## src/rtl/secuenciador_mem.sv

```systemverilog
// Vector load/store sequencer: splits one vector memory op into per-lane data-memory
// accesses and stalls the pipeline until the whole vector has been transferred.
module secuenciador_mem #(
    parameter int LANES  = 4,
    parameter int ADDR_W = 8,
    parameter int DATA_W = 8
) (
    input  logic                      clk,
    input  logic                      rst_n,
    input  logic                      start,
    input  logic [3:0]                opcode_in,
    input  logic [ADDR_W-1:0]         base_addr,
    input  logic [ADDR_W-1:0]         stride,
    input  logic [LANES*DATA_W-1:0]   wdata_vec,
    output logic                      mem_req,
    output logic                      mem_wr,
    output logic [ADDR_W-1:0]         mem_addr,
    output logic [DATA_W-1:0]         mem_wdata,
    input  logic                      mem_ack,
    input  logic [DATA_W-1:0]         mem_rdata,
    output logic [LANES*DATA_W-1:0]   rdata_vec,
    output logic                      stall,
    output logic                      done,
    output logic                      busy
);

    // state  | meaning
    // IDLE   | waiting for an accepted vector load/store
    // ACCESS | one data-memory access per lane, waits on mem_ack
    // DONE   | one-cycle completion pulse, pipeline released
    typedef enum logic [1:0] {S_IDLE, S_ACCESS, S_DONE} state_t;

    localparam int LANE_W = (LANES > 1) ? $clog2(LANES) : 1;
    localparam logic [3:0] OP_LOAD  = 4'b0011;
    localparam logic [3:0] OP_STORE = 4'b0100;

    state_t                    r_state;
    state_t                    w_next;
    logic [LANE_W-1:0]         r_lane;
    logic [ADDR_W-1:0]         r_addr;
    logic [ADDR_W-1:0]         r_stride;
    logic [LANES*DATA_W-1:0]   r_wdata;
    logic [LANES*DATA_W-1:0]   r_rdata;
    logic                      r_store;
    logic                      w_accept;
    logic                      w_last;

    assign w_accept  = (r_state == S_IDLE) && start &&
                       ((opcode_in == OP_LOAD) || (opcode_in == OP_STORE));
    assign w_last    = (r_lane == LANE_W'(LANES - 1));
    assign mem_addr  = r_addr;
    assign mem_wdata = r_wdata[r_lane*DATA_W +: DATA_W];
    assign rdata_vec = r_rdata;

    always_ff @(posedge clk or negedge rst_n) begin
        if (!rst_n) begin
            r_state <= S_IDLE;
        end else begin
            r_state <= w_next;
        end
    end

    always_comb begin
        w_next  = r_state;
        mem_req = 1'b0;
        mem_wr  = 1'b0;
        stall   = 1'b0;
        done    = 1'b0;
        busy    = 1'b1;
        case (r_state)
            S_IDLE: begin
                busy = 1'b0;
                // stall already in the start cycle so the MEM register freezes with the op
                if (w_accept) begin
                    stall  = 1'b1;
                    w_next = S_ACCESS;
                end
            end
            S_ACCESS: begin
                mem_req = 1'b1;
                mem_wr  = r_store;
                stall   = 1'b1;
                if (mem_ack && w_last) begin
                    w_next = S_DONE;
                end
            end
            S_DONE: begin
                done   = 1'b1;
                w_next = S_IDLE;
            end
            default: begin
                busy   = 1'b0;
                w_next = S_IDLE;
            end
        endcase
    end

    always_ff @(posedge clk or negedge rst_n) begin
        if (!rst_n) begin
            r_lane   <= '0;
            r_addr   <= '0;
            r_stride <= '0;
            r_wdata  <= '0;
            r_rdata  <= '0;
            r_store  <= 1'b0;
        end else if (w_accept) begin
            r_lane   <= '0;
            r_addr   <= base_addr;
            r_stride <= stride;
            r_wdata  <= wdata_vec;
            r_store  <= (opcode_in == OP_STORE);
            if (opcode_in == OP_LOAD) begin
                r_rdata <= '0;
            end
        end else if ((r_state == S_ACCESS) && mem_ack) begin
            if (!r_store) begin
                r_rdata[r_lane*DATA_W +: DATA_W] <= mem_rdata;
            end
            // address wraps modulo 2^ADDR_W by plain overflow
            if (!w_last) begin
                r_lane <= r_lane + LANE_W'(1);
                r_addr <= r_addr + r_stride;
            end
        end
    end

endmodule

```

## config.mk

```make
export PLATFORM = sky130hd
export DESIGN_NAME = secuenciador_mem
export DESIGN_NICKNAME = d
export VERILOG_FILES = /design/src/rtl/secuenciador_mem.sv
export SDC_FILE = /design/constraint.sdc
export NUM_CORES = 1
export LEC_CHECK = 0
export CAP_MARGIN = 10
export CORE_ASPECT_RATIO = 1.75
export CORE_UTILIZATION = 30
export CTS_CLUSTER_SIZE = 10
export DETAILED_ROUTE_END_ITERATION = 12
export SYNTH_ARGS = -nofsm -noshare
export SYNTH_HDL_FRONTEND = slang
export SYNTH_SLANG_ARGS = --single-unit
```

## constraint.sdc

```tcl
create_clock -name clk -period 2.6 [get_ports clk]
set_clock_uncertainty 0.2 [all_clocks]
set_input_delay 0.26 -clock clk [delete_from_list [all_inputs] [get_ports clk]]
set_output_delay 0.26 -clock clk [all_outputs]
set_load 0.05 [all_outputs]
```

* After elaboration in Yosys (flattened, before gate mapping)
Index checks and enable logic that the tools add are counted.
Storage, ports and cells: register bits 85, bits in latches 0, memory bits (writable) 0, bits in read-only memories 0, bits of input ports 64, word-level logic and storage cells 54, memories kept 0
Operators by class: $add $sub $neg 3, $mul 0, div/mod/pow operators 0, $lt $le $gt $ge 0, eq/ne operators 10, shift operators 3, muxes and demuxes 20, bitwise gates (word level) 0, reductions and logical operators 11
Operator list (number):
- 32-bit 2-to-1 mux | 4
- 5-bit negator with 34-bit output | 1
- 8-bit by 34-bit variable shift with 32-bit output, first input constant | 1
- 8-bit by 34-bit indexed part select with 32-bit output | 1
- 32-bit bitwise mux | 1
- 32-bit by 6-bit indexed part select with 8-bit output | 1
- 8-bit 2-to-1 mux | 3
- 2-bit 2-to-1 mux | 5
- 8-bit adder | 1
- 2-bit != test, second input constant | 3
- 1-bit 2-to-1 mux | 5
- 2-bit equality test, second input constant | 2
- 4-bit by 2-bit equality test with 1-bit output, second input constant | 1
- 4-bit by 3-bit equality test with 1-bit output, second input constant | 1
- 1-bit logical AND | 4
- 2-bit by 1-bit != test with 1-bit output, second input constant | 2
- 2-bit one-hot mux with 2 select lines | 1
- 2-bit AND reduction | 2
- 3-bit AND reduction | 1
- 2-bit by 1-bit adder with 2-bit output, second input constant | 1
- 2-bit by 1-bit equality test with 1-bit output, second input constant | 1
- 2-bit logical NOT | 1
- 1-bit one-hot mux with 2 select lines | 1
- 2-bit nonzero test | 1
- 2 further kinds | 2

* Longest topological paths before layout
depth in word-level cells 6, depth in mapped cells 9

* Worst setup path after synthesis
Ideal clock, no wire load.
path type register -> register, from reg r_state[1], to reg r_addr[7], in the netlist mem_addr[7], setup time 0.082 ns, arrival 2.249 ns, required time 2.318 ns, slack 0.069 ns, stages on the path, launching flop included 8, path buffers 1, period minus slack after synthesis 2.531 ns, cells stage by stage dfrtp_1 > inv_1 > ha_1 > nand2_1 > or2_1 > buf_2 > or4_1 > a31oi_1
On the way: cells in the longest elaborated chain, start to end 5, elaborated cells on any way between the ends 9, those cells by class eq/ne (2); mux (1); reduce/logical (6)
RTL lines:
- from (decl) | RTL line 37 | state_t r_state;
- from (signal assigned) | RTL line 59 | r_state <= w_next;
- 2-bit logical NOT | RTL line 48 | assign w_accept = (r_state == S_IDLE) && start &&
- 1-bit logical AND (2 in a row) | RTL line 48
- 2-bit != test (no source line) / 2-bit nonzero test (equally long branches)
- 2-bit AND reduction (no source line)
- to (signal assigned) | RTL line 108 | r_addr <= base_addr;
- to (signal assigned) | RTL line 122 | r_addr <= r_addr + r_stride;
- to (decl) | RTL line 40 | logic [ADDR_W-1:0] r_addr;
Several ways; a longest one is shown, not always the timed one. A chain may end at the register's enable or synchronous reset.

* Worst setup path after layout
from reg r_state[1], to out mem_req
On the way: cells in the longest elaborated chain, start to end 2
RTL lines:
- 2-bit by 1-bit equality test with 1-bit output | RTL line 70 | case (r_state)
- 1-bit 2-to-1 mux | RTL line 70
- to (decl) | RTL line 15 | output logic mem_req,
Every way passes these cells.

==> impl_metrics.env <==
export IMPL_drtIter0Drc=104
export IMPL_finalSetupTns_ns=0
export IMPL_final_nets=581
export IMPL_synth_flop_cell="dfrtp_1"
export IMPL_cp_top_family="buffers and inverters"
export IMPL_fmaxAchievable_ghz=0.408
export IMPL_worst_path_buf_inv=3
export IMPL_wl_per_cell_um=15.6
export IMPL_hold_viol=0
export IMPL_core_rowCount=55
export IMPL_synth_area_top_cells="dfrtp_1 (54%), nand2_1 (12%), a22o_1 (7.1%)"
export IMPL_ir_drop_v=0.000548
export IMPL_internal_power_mw=3.84
export IMPL_finalSetupViolCount=0
export IMPL_dieHeight_um=154
export IMPL_slowest_delay_ns=0.80
export IMPL_hold_path_class="primary input to asynchronous set/reset pin"
export IMPL_vias=3257
export IMPL_place_hpwl_um=8070
export IMPL_post_route_period_util=0.942
export IMPL_synth_top_area_share=0.538
export IMPL_synth_distinct_cells=46
export IMPL_crit_path_start_kind="flop"
export IMPL_drtPass1Iterations=4
export IMPL_core_um2=12900
export IMPL_area_growth_pct=42.8
export IMPL_final_max_slew_viol_count=0
export IMPL_p_seq_frac=0.317
export IMPL_yosysTopAreaCell="dfrtp_1"
export IMPL_final_util=0.439
export IMPL_synth_seq_cells=85
export IMPL_worstMarginPinSlew_ns=0.566
export IMPL_arrival_ns=1.99
export IMPL_drive_gt1_frac=0.109
export IMPL_cts_setup_buffers=0
export IMPL_start_util=0.307
export IMPL_cts_root_buf="clkbuf_16"
export IMPL_power_switching_mw=2.80
export IMPL_track_usage=0.166
export IMPL_drt_total_wl_um=10500
export IMPL_p_leak_nw=2.63
export IMPL_cp_depth=4
export IMPL_routabilityCongestion=0.843
export IMPL_ctsHtreeMaxLevel=3
export IMPL_relSlewSlack=0.622
export IMPL_period_needed_ns=2.45
export IMPL_io_pins=117
export IMPL_ys_seq_area_frac=0.538
export IMPL_ff2ff_path_depth=6
export IMPL_dieArea_um2=13700
export IMPL_path_cells="inv_1 -> ha_1 -> buf_4 -> clkdlybuf4s50_1"
export IMPL_ant_nets=0
export IMPL_cts_buffers=9
export IMPL_synth_edff_count=0
export IMPL_diodes=0
export IMPL_clock_sinks=85
export IMPL_pwr_share_clk=0.197
export IMPL_powerDensity_nw_per_um2=1170
export IMPL_fillers=1242
export IMPL_rsz0062_at_grt="no"
export IMPL_maxCapViolCount=0
export IMPL_io_buffers=116
export IMPL_antenna_found_initial=0
export IMPL_grt_max_degree=55
export IMPL_p_sw_frac=0.422
export IMPL_required_ns=2.14
export IMPL_crit_path_end_kind="output pin"
export IMPL_grt_pass1_vias=3358
export IMPL_drc_errors=0
export IMPL_crit_fanout=5
export IMPL_dieWidth_um=88.8
export IMPL_cts_clk_slew_worst_paths_ns=0.06
export IMPL_cts_path_max_buffers=2
export IMPL_syn_inst=379
export IMPL_viasPerCell=4.82
export IMPL_p_comb_frac=0.486
export IMPL_async_flop_share=1.00
export IMPL_cts_tree="yes"
export IMPL_worstSetupPathType="flop to output pin"
export IMPL_syn_num_nets=460
export IMPL_status="complete, no violations"
export IMPL_grt_ovfl_total=0
export IMPL_insertion_delay_ns=0.33
export IMPL_grt_first_pass_wirelength_um=17100
export IMPL_yosysWarnings=0
export IMPL_syn_avg_cell_area_um2=10.4
export IMPL_crit_slowest_cell="clkdlybuf4s50_1"
export IMPL_r2r_setup_slack_ns=0.28
export IMPL_netlist_area_um2=3960
==> metal layers <==
layer | vias up | GRT usage | routed length, um
met5 | - | 0 | 0
met4 | 0 | 0.0722 | 249
met3 | 15 | 0.0311 | 436
met2 | 92 | 0.290 | 5730
met1 | 1598 | 0.192 | 4100
li1 | 1552 | - | -
==> path summary, 6_finish.rpt <==
check | endpoint | start
max in group asynchronous | rdata_vec[19] | rst_n
min in group clk | r_wdata[29] | wdata_vec[29]
min | rdata_vec[24] | rst_n
min reg2reg | r_wdata[24] | r_wdata[24]
max | mem_req | r_state[1]
max reg2reg | mem_addr[7] | mem_addr[1]
==> power by group through the flow <==
stage	sequential (mW)	combinational, mW	clock (mW)
final	2.10	3.23	1.31
after global routing	2.17	3.50	1.40
after CTS	2.11	3.26	1.34
after detailed placement	2.13	3.24	0
after global placement	2.11	3.20	0
after floorplan	2.57	1.74	0
==> layout make-up <==
type	count	area, um^2	share of cell area
Inverter	7	26.3	0.00465
Sequential cell	85	2130	0.377
Multi-Input combinational cell	268	1710	0.303
Clock inverter	5	58.8	0.0104
Clock buffer	11	253	0.0447
Tap cell	171	214	0.0379
Timing Repair Buffer	129	1260	0.223
==> metrics by stage <==
stage | setup slack (ns) | hold WS [ns] | std cells | total power [mW] | cell area (um^2)
floorplan | 0.0693 | -0.236 | 379 | 4.31 | 3960
CTS | 0.115 | 0.240 | 676 | 6.71 | 5650
detailed placement | 0.222 | 0.0861 | 659 | 5.37 | 5330
finish | 0.150 | 0.251 | 676 | 6.63 | 5650
global route | 0.0684 | 0.251 | 676 | 7.07 | 5650
global placement | 0.275 | 0.0751 | 659 | 5.31 | 5330
==> cell usage in the layout, fill, tap and decap left out, types with 2 or more instances in the layout <==
cell type        synthesis  routed
buf_4                    0      21
clkbuf_8                 0       2
a22o_1                  32      32
clkinvlp_4               0       2
a21oi_1                  9       9
o21a_1                   3       3
a21oi_2                  3       3
clkdlybuf4s50_1          0     105
nand3_1                  4       4
dfrtp_1                 85      85
nor3b_1                  2       2
ha_1                    16      16
inv_1                    7       7
buf_12                   0       2
nand3b_1                 2       2
a211oi_1                 2       2
mux4_2                   8       8
a21o_1                   2       2
nand2_1                126     126
clkbuf_16                0       9
and3_1                   4       4
nor2_1                  13      13
nor2b_1                  2       2
nor3_1                   4       4
mux2i_1                  3       3
o21ai_0                 10      10
==> flip-flops by register name (all words and copies together), names as in the netlist <==
name / count
mem_addr: 8
r_lane: 2
r_state: 2
r_store: 1
r_stride: 8
r_wdata: 32
rdata_vec: 32
==> repair_timing <==
| action | CTS | global route |
|---|---|---|
| endpoints found under the hold margin | 41 | 0 |
| gates resized for setup | 0 | 0 |
| hold buffers | 1 | 0 |
==> cell usage after synthesis, types with 3 or more instances <==
master / n
nor2_1: 13
buf_2: 4
o21a_1: 3
dfrtp_1: 85
mux2i_1: 3
nor3_1: 4
a21oi_1: 9
mux4_2: 8
nand2_1: 126
a21oi_2: 3
nand3_1: 4
ha_1: 16
a22o_1: 32
inv_1: 7
and3_1: 4
o21ai_0: 10
clkbuf_1: 13
==> logic make-up after synthesis <==
| logic type | after synthesis | share of synthesized area |
|---|---|---|
| AND/OR/NAND/NOR | 167 | 0.182 |
| adder cells (fa/ha/maj) | 17 | 0.0557 |
| multiplexers | 11 | 0.0531 |
| buffers and inverters | 26 | 0.0297 |
| AO/OA/AOI/OAI | 72 | 0.140 |
| flip-flops | 85 | 0.538 |
| XOR/XNOR | 1 | 0.00221 |
==> worst reg2reg max path: cells and delay by family, from the launching register on <==
kind                       cells  cell delay, ns
AOI/OAI and AO/OA              3            0.67
adders and majority gates      1            0.34
and+or+nand+nor                2            0.59
DFF                            1            0.43
Power figures use the tool's default switching activity.
